File: src/rtl/joy_db15_responder_if.sv
// DB15 joystick link signals between a host (reader) and the device-side responder.
// The host drives the shift clock, the load strobe and the button state to export.
// The responder returns serial data plus status.
interface joy_db15_responder_if #(
    parameter int BITS_PER_PLAYER = 12
);
    localparam int IDX_W = $clog2(2 * BITS_PER_PLAYER + 1);

    logic                       joy_clk;
    logic                       joy_load;
    logic [BITS_PER_PLAYER-1:0] joystick1;
    logic [BITS_PER_PLAYER-1:0] joystick2;
    logic                       joy_data;
    logic                       frame_done;
    logic                       host_active;
    logic [IDX_W-1:0]           bit_index;

    modport master (
        output joy_clk,
        output joy_load,
        output joystick1,
        output joystick2,
        input  joy_data,
        input  frame_done,
        input  host_active,
        input  bit_index
    );

    modport slave (
        input  joy_clk,
        input  joy_load,
        input  joystick1,
        input  joystick2,
        output joy_data,
        output frame_done,
        output host_active,
        output bit_index
    );
endinterface

File: src/rtl/joy_db15_responder.sv
// Device-side DB15 joystick responder: emulates a 74HC165-style parallel-in
// serial-out chain. The host pulls joy_load low to capture both players' buttons
// and then clocks them out on joy_data, one bit per joy_clk rising edge.
// The bits go out active-low, player 1 first and bit 0 first.
module joy_db15_responder #(
    parameter int BITS_PER_PLAYER = 12,
    parameter int SYNC_STAGES     = 2,        // must be >= 2
    parameter int TIMEOUT_CYCLES  = 2400000   // must fit in 22 bits
) (
    input  logic                 clk,
    input  logic                 reset,
    joy_db15_responder_if.slave  joy
);
    localparam int TOTAL = 2 * BITS_PER_PLAYER;
    localparam int IDX_W = $clog2(TOTAL + 1);
    localparam logic [21:0] TIMEOUT_VAL = 22'(TIMEOUT_CYCLES);

    typedef enum logic [1:0] {
        ST_IDLE,
        ST_LOAD,
        ST_SHIFT,
        ST_DONE
    } state_t;

    logic [SYNC_STAGES-1:0] clk_sync_reg;
    logic [SYNC_STAGES-1:0] load_sync_reg;
    logic                   clk_prev_reg;
    logic                   load_prev_reg;

    state_t                 state_reg;
    logic [TOTAL-1:0]       sr_reg;
    logic [IDX_W-1:0]       bit_index_reg;
    logic                   frame_done_reg;
    logic                   host_active_reg;
    logic [21:0]            wdog_reg;

    logic clk_s;
    logic load_s;
    logic clk_rise;
    logic load_fall;

    // Bring the asynchronous host strobes into the clk domain. Keep the previous
    // synced value so that edges can be detected on the clean copy.
    always_ff @(posedge clk) begin
        if (reset) begin
            clk_sync_reg  <= '1;
            load_sync_reg <= '1;
            clk_prev_reg  <= 1'b1;
            load_prev_reg <= 1'b1;
        end else begin
            clk_sync_reg  <= {clk_sync_reg[SYNC_STAGES-2:0], joy.joy_clk};
            load_sync_reg <= {load_sync_reg[SYNC_STAGES-2:0], joy.joy_load};
            clk_prev_reg  <= clk_s;
            load_prev_reg <= load_s;
        end
    end

    assign clk_s     = clk_sync_reg[SYNC_STAGES-1];
    assign load_s    = load_sync_reg[SYNC_STAGES-1];
    assign clk_rise  = clk_s & ~clk_prev_reg;
    assign load_fall = ~load_s & load_prev_reg;

    // Frame FSM with watchdog.
    // A load fall always wins: it aborts any frame and restarts the watchdog.
    // The watchdog expiring parks the chain idle with all-ones data.
    always_ff @(posedge clk) begin
        if (reset) begin
            state_reg       <= ST_IDLE;
            sr_reg          <= '1;
            bit_index_reg   <= IDX_W'(TOTAL);
            frame_done_reg  <= 1'b0;
            host_active_reg <= 1'b0;
            wdog_reg        <= '0;
        end else begin
            frame_done_reg <= 1'b0;
            if (load_fall) begin
                wdog_reg        <= '0;
                host_active_reg <= 1'b1;
                state_reg       <= ST_LOAD;
                sr_reg          <= ~{joy.joystick2, joy.joystick1};
                bit_index_reg   <= '0;
            end else begin
                if (wdog_reg != TIMEOUT_VAL) begin
                    wdog_reg <= wdog_reg + 22'd1;
                end
                if (wdog_reg == TIMEOUT_VAL - 22'd1) begin
                    host_active_reg <= 1'b0;
                    state_reg       <= ST_IDLE;
                    sr_reg          <= '1;
                    bit_index_reg   <= IDX_W'(TOTAL);
                end else begin
                    case (state_reg)
                        ST_LOAD: begin
                            // Transparent while the strobe is low; the last capture is held on release.
                            if (!load_s) begin
                                sr_reg        <= ~{joy.joystick2, joy.joystick1};
                                bit_index_reg <= '0;
                            end else begin
                                state_reg <= ST_SHIFT;
                            end
                        end
                        ST_SHIFT: begin
                            if (clk_rise && load_s) begin
                                sr_reg <= {1'b1, sr_reg[TOTAL-1:1]};
                                if (bit_index_reg == IDX_W'(TOTAL - 1)) begin
                                    bit_index_reg  <= IDX_W'(TOTAL);
                                    frame_done_reg <= 1'b1;
                                    state_reg      <= ST_DONE;
                                end else begin
                                    bit_index_reg <= bit_index_reg + IDX_W'(1);
                                end
                            end
                        end
                        default: begin
                        end
                    endcase
                end
            end
        end
    end

    // The register is all ones in IDLE and DONE, so bit 0 gives the idle-high line directly.
    assign joy.joy_data    = sr_reg[0];
    assign joy.frame_done  = frame_done_reg;
    assign joy.host_active = host_active_reg;
    assign joy.bit_index   = bit_index_reg;
endmodule

File: src/flat_wrapper.sv
// flat-port wrapper written by rule: the top's interface ports become plain ports
module joy_db15_responder_flat 
#(
    parameter int BITS_PER_PLAYER = 12,
    parameter int SYNC_STAGES     = 2,                       
    parameter int TIMEOUT_CYCLES  = 2400000                         
)
  (clk, reset, joy_joy_clk, joy_joy_load, joy_joystick1, joy_joystick2, joy_joy_data, joy_frame_done, joy_host_active, joy_bit_index);
  joy_db15_responder_if #(.BITS_PER_PLAYER(BITS_PER_PLAYER)) joy_i ();
  input  logic clk;
  input  logic reset;
  input wire logic [$bits(joy_i.joy_clk)-1:0] joy_joy_clk;
  input wire logic [$bits(joy_i.joy_load)-1:0] joy_joy_load;
  input wire logic [$bits(joy_i.joystick1)-1:0] joy_joystick1;
  input wire logic [$bits(joy_i.joystick2)-1:0] joy_joystick2;
  output wire logic [$bits(joy_i.joy_data)-1:0] joy_joy_data;
  output wire logic [$bits(joy_i.frame_done)-1:0] joy_frame_done;
  output wire logic [$bits(joy_i.host_active)-1:0] joy_host_active;
  output wire logic [$bits(joy_i.bit_index)-1:0] joy_bit_index;
  assign joy_i.joy_clk = joy_joy_clk;
  assign joy_i.joy_load = joy_joy_load;
  assign joy_i.joystick1 = joy_joystick1;
  assign joy_i.joystick2 = joy_joystick2;
  assign joy_joy_data = joy_i.joy_data;
  assign joy_frame_done = joy_i.frame_done;
  assign joy_host_active = joy_i.host_active;
  assign joy_bit_index = joy_i.bit_index;
  joy_db15_responder #(.BITS_PER_PLAYER(BITS_PER_PLAYER), .SYNC_STAGES(SYNC_STAGES), .TIMEOUT_CYCLES(TIMEOUT_CYCLES)) u_core (.clk(clk), .reset(reset), .joy(joy_i));
endmodule
File: config.mk
export PLATFORM = sky130hd
export DESIGN_NAME = joy_db15_responder_flat
export DESIGN_NICKNAME = d
export VERILOG_FILES = /design/src/rtl/joy_db15_responder_if.sv /design/src/rtl/joy_db15_responder.sv /design/src/flat_wrapper.sv
export SDC_FILE = /design/constraint.sdc
export NUM_CORES = 1
export LEC_CHECK = 0
export ABC_AREA = 1
export CAP_MARGIN = 20
export CORE_AREA = 5 5 78 80
export CTS_BUF_LIST = sky130_fd_sc_hd__clkbuf_4
export CTS_CLUSTER_SIZE = 12
export DETAILED_ROUTE_END_ITERATION = 10
export DIE_AREA = 0 0 83 85
export DONT_BUFFER_PORTS = 1
export GPL_TIMING_DRIVEN = 0
export PLACE_DENSITY_LB_ADDON = 0.2
export SYNTH_ARGS = -nofsm -noshare
export SYNTH_HDL_FRONTEND = slang
export SYNTH_SLANG_ARGS = --single-unit
File: constraint.sdc
create_clock -name clk -period 2.2 [get_ports clk]
set_input_delay 0.22 -clock clk [delete_from_list [all_inputs] [get_ports clk]]
set_output_delay 0.22 -clock clk [all_outputs]
set_load 0.005 [all_outputs]
==> results.yml, run 1 <==
timing:
  max_freq_ghz: 0.5296
  min_period_ps: 1888
  skew_ps: 13.74
  fin_crit_sh_pct: 85.83
  final_max_slew_viol_count: 0
  final.setup.tns_ps: 0
  slew_headroom_pct: 66.99
  setup_viol: 0
  worstMarginPinSlew_ps: 495.2
  hold_viol_final: 0
  grt_setup_unrepaired: "false"
clock_tree:
  clk_pin_slew_ps: 100
  clk_path_buf_depth: 2
  cts-root-buf: "clkbuf_4"
  cts_tree: "yes"
  cts.sinks: 61
  ctsHtreeMaxLevel: 3
  worstSkewPairLatency_ps: 420
  numCtsBuffers: 9
  postCtsResizedCells: 0
outcome:
  status: "complete, no violations"
floorplan:
  start_util_pct: 61.56
  die_w_um: 83
  die_area_mm2: 0.007055
  rows: 27
  die_h_um: 85
  core_mm2: 0.005338
  ios: 36
pwr:
  power.total_w: 0.003873
  vdd_drop_max_v: 0.0004789
  p_per_area_mw_per_mm2: 1077
  p_leak_nw: 1.467
grt:
  grt_remaining_overflow: 0
  grt_start_max_net_pins: 11
  grt_pass1_wl_um: 13060
  antenna_found_initial: 0
  grt_use_total_pct: 22.24
  grt_pass1_vias: 2868
detailed_routing:
  drc_errors: 0
  drt_iter0_drc: 313
  vias: 3205
  drt-wirelength-per-cell_um: 13.55
  viasPerCell: 5.564
  wl_um: 7805
  first_pass_iters: 5
  postRouteAntennaNets: 0
placement:
  gp_congestion: 0.8825
  numPortBuffers: 0
  hpwl_um: 5430
  dpl.cell_count: 549
synth:
  synth_edf_count: 0
  ys_warn_count: 0
  synth_area_mm2: 0.003286
  synthTopCellsByArea: "dfxtp_1 37%, nand2_1 15%, nand3_1 12%"
  ys_async_sr_fraction_pct: 0
  syn_area_per_cell_um2: 6.888
  synth_area_leader_cell: "dfxtp_1"
  ys.flop_type: "dfxtp_1"
  synth_cell_type_count: 35
  ys_ff_latch: 61
  synth_cells: 477
  synth_nets: 510
  yosysTopAreaCellShare_pct: 37.17
  synth.yosys.seq_area_share_pct: 37.17
cells_and_area:
  utilization_pct: 67.37
  synthToLayoutAreaGrowth_pct: 9.444
  fill_cells: 484
  final-seq-area_mm2: 0.001221
  num_antenna_cells: 0
  stdcell_count: 576
  multiInputGateArea_mm2: 0.001789
  drive_gt1_share_pct: 11.51
  largest_reg_flops: 24
  fin_nets: 532
  mostFrequentLayoutCell: "nand2_1"
  mostFrequentLayoutCells: "133 x nand2_1, 82 x nand3_1, 61 x dfxtp_1"
run:
  maxCapViolCount: 0
critical_path:
  crit_arrival_ps: 2180
  ff2ff_setup_slack_ps: 310
  cp_max_fo: 10
  worst_ep_required_time_ps: 2490
  slowest_stage: "clkbuf_1"
  critPathLaunchType: "flop"
  end_kind: "flop"
  crit_chain: "inv_1 > ha_1 > clkbuf_2 > inv_1 > clkbuf_1 > nand2_1 > o21ai_0 > nand3_2 > nand3_1 > nand3_1"
  critPathMaxStageDelay_ps: 370
  criticalPathCategory: "flop to flop"
worst_hold_path:
  hold_path.class: "input pin to flop"
power by group:
group | switching, W | leakage [nW] | internal (W)
logic | 0.00101 | 0.901 | 0.000633
clock network | 0.000407 | 0.0669 | 0.000275
registers | 0.000155 | 0.500 | 0.00139
total | 0.00157 | 1.47 | 0.00230
critical path, delay by kind of cell, from the launching register on:
family                     cells  cell delay (ps)
adders and majority gates      1              190
AOI/OAI and AO/OA              1              120
and+or+nand+nor                4              350
buffers and inverters          4              750
DFF                            1              350
synth_stat cells, types with 2 or more instances:
master / count
nand2_2: 3
nand3_4: 2
buf_2: 3
nor3_1: 7
inv_2: 4
nand4_1: 10
nand3_1: 82
dfxtp_1: 61
a21oi_1: 27
inv_1: 34
xor2_1: 2
buf_6: 3
nor2_4: 4
nor2_2: 2
ha_1: 5
or2_2: 6
buf_4: 2
clkbuf_1: 11
nor2_1: 20
o21ai_0: 32
nand2_1: 133
nand3_2: 11
cell families (layout without fill, tap and decap cells):
logic type      Yosys count  after routing  share of synthesized area [%]
simple gates            286            286                          42.31
fa+ha+maj                 5              5                          1.904
flops                    61             61                          37.17
compound gates           62             62                          9.711
xor+xnor                  2              2                         0.5332
buf+inv                  61             88                          8.377
area by class of cell:
class / count / share of cell area [%]
inverters: 39 / 4.071
clock inverters: 3 / 0.3479
flip-flops and latches: 61 / 33.96
plain buffers: 22 / 3.584
well taps: 72 / 2.505
repair buffers: 11 / 3.062
multi-input cells: 355 / 49.76
clock buffers: 13 / 2.714
routing by layer:
layer  GRT usage (%)  up-vias  wire [um]
li1                -     1624          -
met1           26.70     1482       3436
met2           37.90       82       3766
met3           5.728       17        480
met4           9.212        0        122
met5               0        -          0
worst paths after layout:
path | from | end | cells after the start
setup / recovery | u_core.state_reg[0] | u_core.sr_reg[17] | 10
hold / removal | joy_joystick1[7] | u_core.sr_reg[7] | 3
setup reg to reg | u_core.state_reg[0] | u_core.sr_reg[17] | 10
hold reg to reg | u_core.load_sync_reg[0] | u_core.load_sync_reg[1] | 1
what timing repair did:
action	4_1_cts	5_1_grt
buffers inserted	0	0
hold buffers	7	4
hold endpoints to repair	14	4
stage by stage:
| stage | setup slack [ps] | hold WS [ps] | instance area (um2) |
|---|---|---|---|
| detailed placement | 345.4 | 295.8 | 3376 |
| finish | 311.7 | 0.3909 | 3596 |
| global placement | 395.3 | 293.2 | 3376 |
| floorplan | 649.4 | 289.1 | 3286 |
| global route | 113.4 | 7.921 | 3596 |
| CTS | 313.2 | 0.2358 | 3556 |
Note: power is estimated with default switching activity, not from simulation.
==> run 2, diff against run 1 <==
--- a/config.mk
+++ b/config.mk
@@ -7,12 +7,11 @@
 export LEC_CHECK = 0
 export ABC_AREA = 1
 export CAP_MARGIN = 20
-export CORE_AREA = 5 5 78 80
+export CORE_AREA = 2 2 79 81
 export CTS_BUF_LIST = sky130_fd_sc_hd__clkbuf_4
 export CTS_CLUSTER_SIZE = 12
 export DETAILED_ROUTE_END_ITERATION = 10
-export DIE_AREA = 0 0 83 85
-export DONT_BUFFER_PORTS = 1
+export DIE_AREA = 0 0 81 83
 export GPL_TIMING_DRIVEN = 0
 export PLACE_DENSITY_LB_ADDON = 0.2
 export SYNTH_ARGS = -nofsm -noshare
==> results.yml, run 2 (synthesis gave the netlist of run 1 again) <==
outcome:
  status: "complete, no violations"
detailed_routing:
  drt-wirelength-per-cell_um: 13.06
  vias: 3331
  first_pass_iters: 5
  viasPerCell: 5.524
  drc_errors: 0
  wl_um: 7878
  postRouteAntennaNets: 0
  drt_iter0_drc: 203
floorplan:
  rows: 28
  ios: 36
  die_area_mm2: 0.006723
  core_mm2: 0.005816
  die_w_um: 81
  die_h_um: 83
  start_util_pct: 56.50
pwr:
  p_int_w: 0.002573
  p_per_area_mw_per_mm2: 1075
  power.total_w: 0.004186
  p_comb_share_pct: 41.5
  swShare_pct: 38.54
  net-switching-power_w: 0.001613
  vdd_drop_max_v: 0.0006048
  p_leak_nw: 1.569
  p_clk_share_pct: 21.7
  seqPwrFrac_pct: 36.8
critical_path:
  crit_start: "u_core.state_reg[0]"
  end_kind: "flop"
  r2r_end: "u_core.sr_reg[0]"
  criticalPathCategory: "flop to flop"
  crit_arrival_ps: 2210
  critPathCapture: "u_core.sr_reg[0]"
  cp_max_fo: 10
  critPathLaunchType: "flop"
  worst_ep_required_time_ps: 2490
  r2r-start: "u_core.state_reg[0]"
  ff2ff_setup_slack_ps: 290
  r2r_cells: 10
worst_hold_path:
  min_path_cells: 2
  hold_path.class: "input pin to flop"
grt:
  grt_pass1_wl_um: 13280
  grt_remaining_overflow: 0
  grt_use_total_pct: 24.85
  antenna_found_initial: 0
  grt_pass1_vias: 3048
  grt_start_max_net_pins: 12
cells_and_area:
  mostFrequentLayoutCells: "133 x nand2_1, 82 x nand3_1, 61 x dfxtp_1"
  largest_reg_flops: 24
  synthToLayoutAreaGrowth_pct: 18.47
  fin_nets: 556
  utilization_pct: 66.93
  drive_gt1_share_pct: 11.36
  num_antenna_cells: 0
  mostFrequentLayoutCell: "nand2_1"
placement:
  numPortBuffers: 35
  hpwl_um: 5642
  gp_congestion: 0.8777
  dp_slack_ps: 256.4
run:
  maxCapViolCount: 0
timing:
  slew_headroom_pct: 63.63
  fin_crit_sh_pct: 87.04
  worstMarginPinSlew_ps: 545.6
  final.setup.tns_ps: 0
  setup_viol: 0
  setup_ws_ps: 285.1
  grt_setup_unrepaired: "false"
  min_period_ps: 1915
  final_max_slew_viol_count: 0
  skew_ps: 10.16
  hold_viol_final: 0
  max_freq_ghz: 0.5222
clock_tree:
  ctsHtreeMaxLevel: 3
  worstSkewPairLatency_ps: 420
  cts_tree: "yes"
  numCtsBuffers: 9
  postCtsResizedCells: 0
  cts-root-buf: "clkbuf_4"
  cts_setup_buffers: 0
  holdBufCountCts: 0
  clk_path_buf_depth: 2
  clk_pin_slew_ps: 110
  cts.sinks: 61
==> run 2: power groups by stage <==
stage | sequential (W) | clock, W | combinational, W
finish | 0.00154 | 0.000907 | 0.00174
global route | 0.00158 | 0.000966 | 0.00198
CTS | 0.00154 | 0.000922 | 0.00174
detailed placement | 0.00156 | 0 | 0.00172
global placement | 0.00155 | 0 | 0.00167
floorplan | 0.00153 | 0 | 0.00130
==> run 2: final cells by class <==
type,count,area [um2]
fillers,517,1923
multi-input cells,355,1789
flip-flops and latches,61,1221
repair buffers,35,350.3
inverters,39,146.4
plain buffers,22,128.9
well taps,75,93.84
clock inverters,6,87.58
clock buffers,10,75.07
==> run 2: worst max-delay path, cell delays in order (launching register included) <==
cell and delay (ps):
dfxtp_1 350, inv_1 60, ha_1 180, clkbuf_2 160, inv_1 140, clkbuf_1 390
nand2_1 110, o21ai_0 110, nand3_1 120, nand3_1 90, nand3_1 70
==> run 2: how the worst min path moves through the flow <==
| stage | startpoint | to | slack (ps) |
|---|---|---|---|
| detailed placement | u_core.clk_sync_reg[0] | u_core.clk_sync_reg[1] | 390 |
| global route | joy_joy_load | u_core.load_sync_reg[0] | 360 |
| floorplan | reset | u_core.joy.host_active | 290 |
| finish | joy_joy_load | u_core.load_sync_reg[0] | 360 |
| global placement | u_core.load_sync_reg[0] | u_core.load_sync_reg[1] | 390 |
| CTS | joy_joy_clk | u_core.clk_sync_reg[0] | 340 |
==> run 2: per-stage QoR <==
| step | instances | hold slack, ps | cell area (um2) |
|---|---|---|---|
| finish | 603 | 360.5 | 3892 |
| global placement | 587 | 391.0 | 3730 |
| floorplan | 477 | 289.1 | 3286 |
| detailed placement | 587 | 393.2 | 3730 |
| CTS | 603 | 344.3 | 3892 |
| global route | 603 | 355.0 | 3892 |
==> run 2: metal layers <==
layer | global-route usage (%) | wire, um | vias up
li1 | - | - | 1680
met3 | 5.217 | 371 | 18
met1 | 29.48 | 3410 | 1532
met2 | 43.05 | 3913 | 101
met4 | 9.553 | 182 | 0
met5 | 0 | 0 | -
==> run 3, diff against run 2 <==
--- a/config.mk
+++ b/config.mk
@@ -7,11 +7,11 @@
 export LEC_CHECK = 0
 export ABC_AREA = 1
 export CAP_MARGIN = 20
-export CORE_AREA = 2 2 79 81
+export CORE_AREA = 2 2 82 84
 export CTS_BUF_LIST = sky130_fd_sc_hd__clkbuf_4
 export CTS_CLUSTER_SIZE = 12
 export DETAILED_ROUTE_END_ITERATION = 10
-export DIE_AREA = 0 0 81 83
+export DIE_AREA = 0 0 84 86
 export GPL_TIMING_DRIVEN = 0
 export PLACE_DENSITY_LB_ADDON = 0.2
 export SYNTH_ARGS = -nofsm -noshare
==> constraint.sdc (replaced) <==
create_clock -name clk -period 1.65 [get_ports clk]
set_input_delay 0.2475 -clock clk [delete_from_list [all_inputs] [get_ports clk]]
set_output_delay 0.2475 -clock clk [all_outputs]
set_load 0.005 [all_outputs]
==> results.yml, run 3 (synthesis gave the netlist of run 1 again) <==
clock_tree:
  cts.sinks: 61
  numCtsBuffers: 9
  cts_tree: "yes"
  worstSkewPairLatency_ps: 420
  clk_path_buf_depth: 2
  ctsHtreeMaxLevel: 3
  cts-root-buf: "clkbuf_4"
  clk_pin_slew_ps: 110
critical_path:
  cp_max_fo: 10
  worst_ep_required_time_ps: 1940
  crit_top_cell: "nand3_1"
  criticalPathCategory: "flop to flop"
  crit_arrival_ps: 1880
  critPathMaxStageDelay_ps: 340
  critPathLaunchType: "flop"
  slowest_stage: "dfxtp_2"
  crit_chain: "inv_1 > ha_4 > inv_2 > clkbuf_2 > o21ai_0 > nand3_2 > nand3_1 > nand3_1"
  end_kind: "flop"
grt:
  grt_most_used_layer: "met2"
  grt_use_total_pct: 23.12
  use_met2_pct: 37.45
  grt_use_met3_pct: 3.754
  globalRouteMet1Util_pct: 29.42
  grt_remaining_overflow: 0
  grt_pass1_wl_um: 13570
  antenna_found_initial: 0
  grt_pass1_vias: 3046
  grt_start_max_net_pins: 11
cells_and_area:
  fill_cells: 569
  synthToLayoutAreaGrowth_pct: 21.25
  largest_reg_flops: 24
  stdcell_count: 611
  drive_gt1_share_pct: 17.23
  mostFrequentLayoutCell: "nand2_1"
  fin_nets: 562
  num_antenna_cells: 0
  final_area_mm2: 0.003984
  mostFrequentLayoutCells: "131 x nand2_1, 82 x nand3_1, 49 x dfxtp_1"
timing:
  max_freq_ghz: 0.6290
  min_period_ps: 1590
  fin_crit_sh_pct: 96.35
  worstMarginPinSlew_ps: 498.5
  setup_viol: 0
  setup_ws_ps: 60.22
  hold_viol_final: 0
  slew_headroom_pct: 66.77
  whs_ps: 385.1
  final_max_slew_viol_count: 0
  skew_ps: 14.25
floorplan:
  ios: 36
  die_h_um: 86
  die_area_mm2: 0.007224
  core_mm2: 0.006277
  rows: 29
  die_w_um: 84
  start_util_pct: 52.34
pwr:
  vdd_drop_max_v: 0.001073
  seqPwrFrac_pct: 37.5
  p_per_area_mw_per_mm2: 1393
  swShare_pct: 40.32
  p_int_w: 0.003312
  p_clk_share_pct: 15.6
  p_leak_nw: 1.634
  net-switching-power_w: 0.002238
  p_comb_share_pct: 46.9
placement:
  hpwl_um: 5628
  place_area_mm2: 0.003732
  gp_congestion: 0.8767
  numPortBuffers: 35
  dpl.cell_count: 589
  dp_slack_ps: -320.1
detailed_routing:
  drt-wirelength-per-cell_um: 13.36
  drc_errors: 0
  wl_um: 8160
  postRouteAntennaNets: 0
  drt_iter0_drc: 246
  first_pass_iters: 6
  vias: 3389
  viasPerCell: 5.547
worst_hold_path:
  hold_path.class: "input pin to flop"
outcome:
  status: "complete, no violations"
run:
  maxCapViolCount: 0
-- run 3: stage by stage --
step	util (%)	power, W	TNS [ps]
4_1_cts	62.11	0.005395	0
3_5_place_dp	59.46	0.004402	-9457
5_1_grt	63.46	0.006011	-1.516
2_1_floorplan	-	0.003772	0
3_3_place_gp	59.46	0.004316	-7682
6_report	63.46	0.005549	0
-- run 3: final timing paths --
kind | startpoint | end | slack, ps | cells past startpoint
worst min register to register | u_core.clk_sync_reg[0] | u_core.clk_sync_reg[1] | 420 | 1
worst max register to register | u_core.state_reg[0] | u_core.sr_reg[16] | 60 | 8
worst min-delay path | joy_joy_clk | u_core.clk_sync_reg[0] | 390 | 2
worst max-delay path | u_core.state_reg[0] | u_core.sr_reg[16] | 60 | 8
-- run 3: worst max-delay path, delay by kind of cell (launching register included) --
| family | cells | cell delay [ps] |
|---|---|---|
| buffers and inverters | 3 | 400 |
| flip-flops | 1 | 340 |
| AND/OR/NAND/NOR | 3 | 270 |
| AO/OA/AOI/OAI | 1 | 250 |
| adder cells (fa/ha/maj) | 1 | 210 |
-- run 3: cell type report --
| type | instances | area (um2) | area share [%] |
|---|---|---|---|
| multi-input combinational | 355 | 1857 | 46.61 |
| sequential | 61 | 1236 | 31.03 |
| timing repair buffer | 42 | 402.9 | 10.11 |
| inverter | 39 | 150.1 | 3.769 |
| buffer | 21 | 136.4 | 3.423 |
| tap | 77 | 96.34 | 2.418 |
| clock buffer | 10 | 75.07 | 1.884 |
| clock inverter | 6 | 30.03 | 0.7538 |
-- run 3: repair_timing --
action | in CTS | in global routing
resized for setup | 17 | 31
hold buffers | 0 | 0
setup endpoints to repair | 38 | 40
buffers inserted | 4 | 3
pin swaps | 2 | 3
cloned | 0 | 0
-- run 3: power groups by stage --
| stage | Sequential [W] | Clock [W] | Combinational (W) |
|---|---|---|---|
| floorplan | 0.00204 | 0 | 0.00173 |
| global placement | 0.00207 | 0 | 0.00225 |
| detailed placement | 0.00208 | 0 | 0.00232 |
| CTS | 0.00205 | 0.000870 | 0.00247 |
| global route | 0.00213 | 0.000952 | 0.00293 |
| finish | 0.00208 | 0.000864 | 0.00260 |
-- run 3: per-layer routing --
layer	part of all wire, %	wire (um)	vias up
met2	47	3860	108
met4	3.2	262	0
met5	0	0	-
met3	5.3	429	26
li1	-	-	1688
met1	44	3607	1567
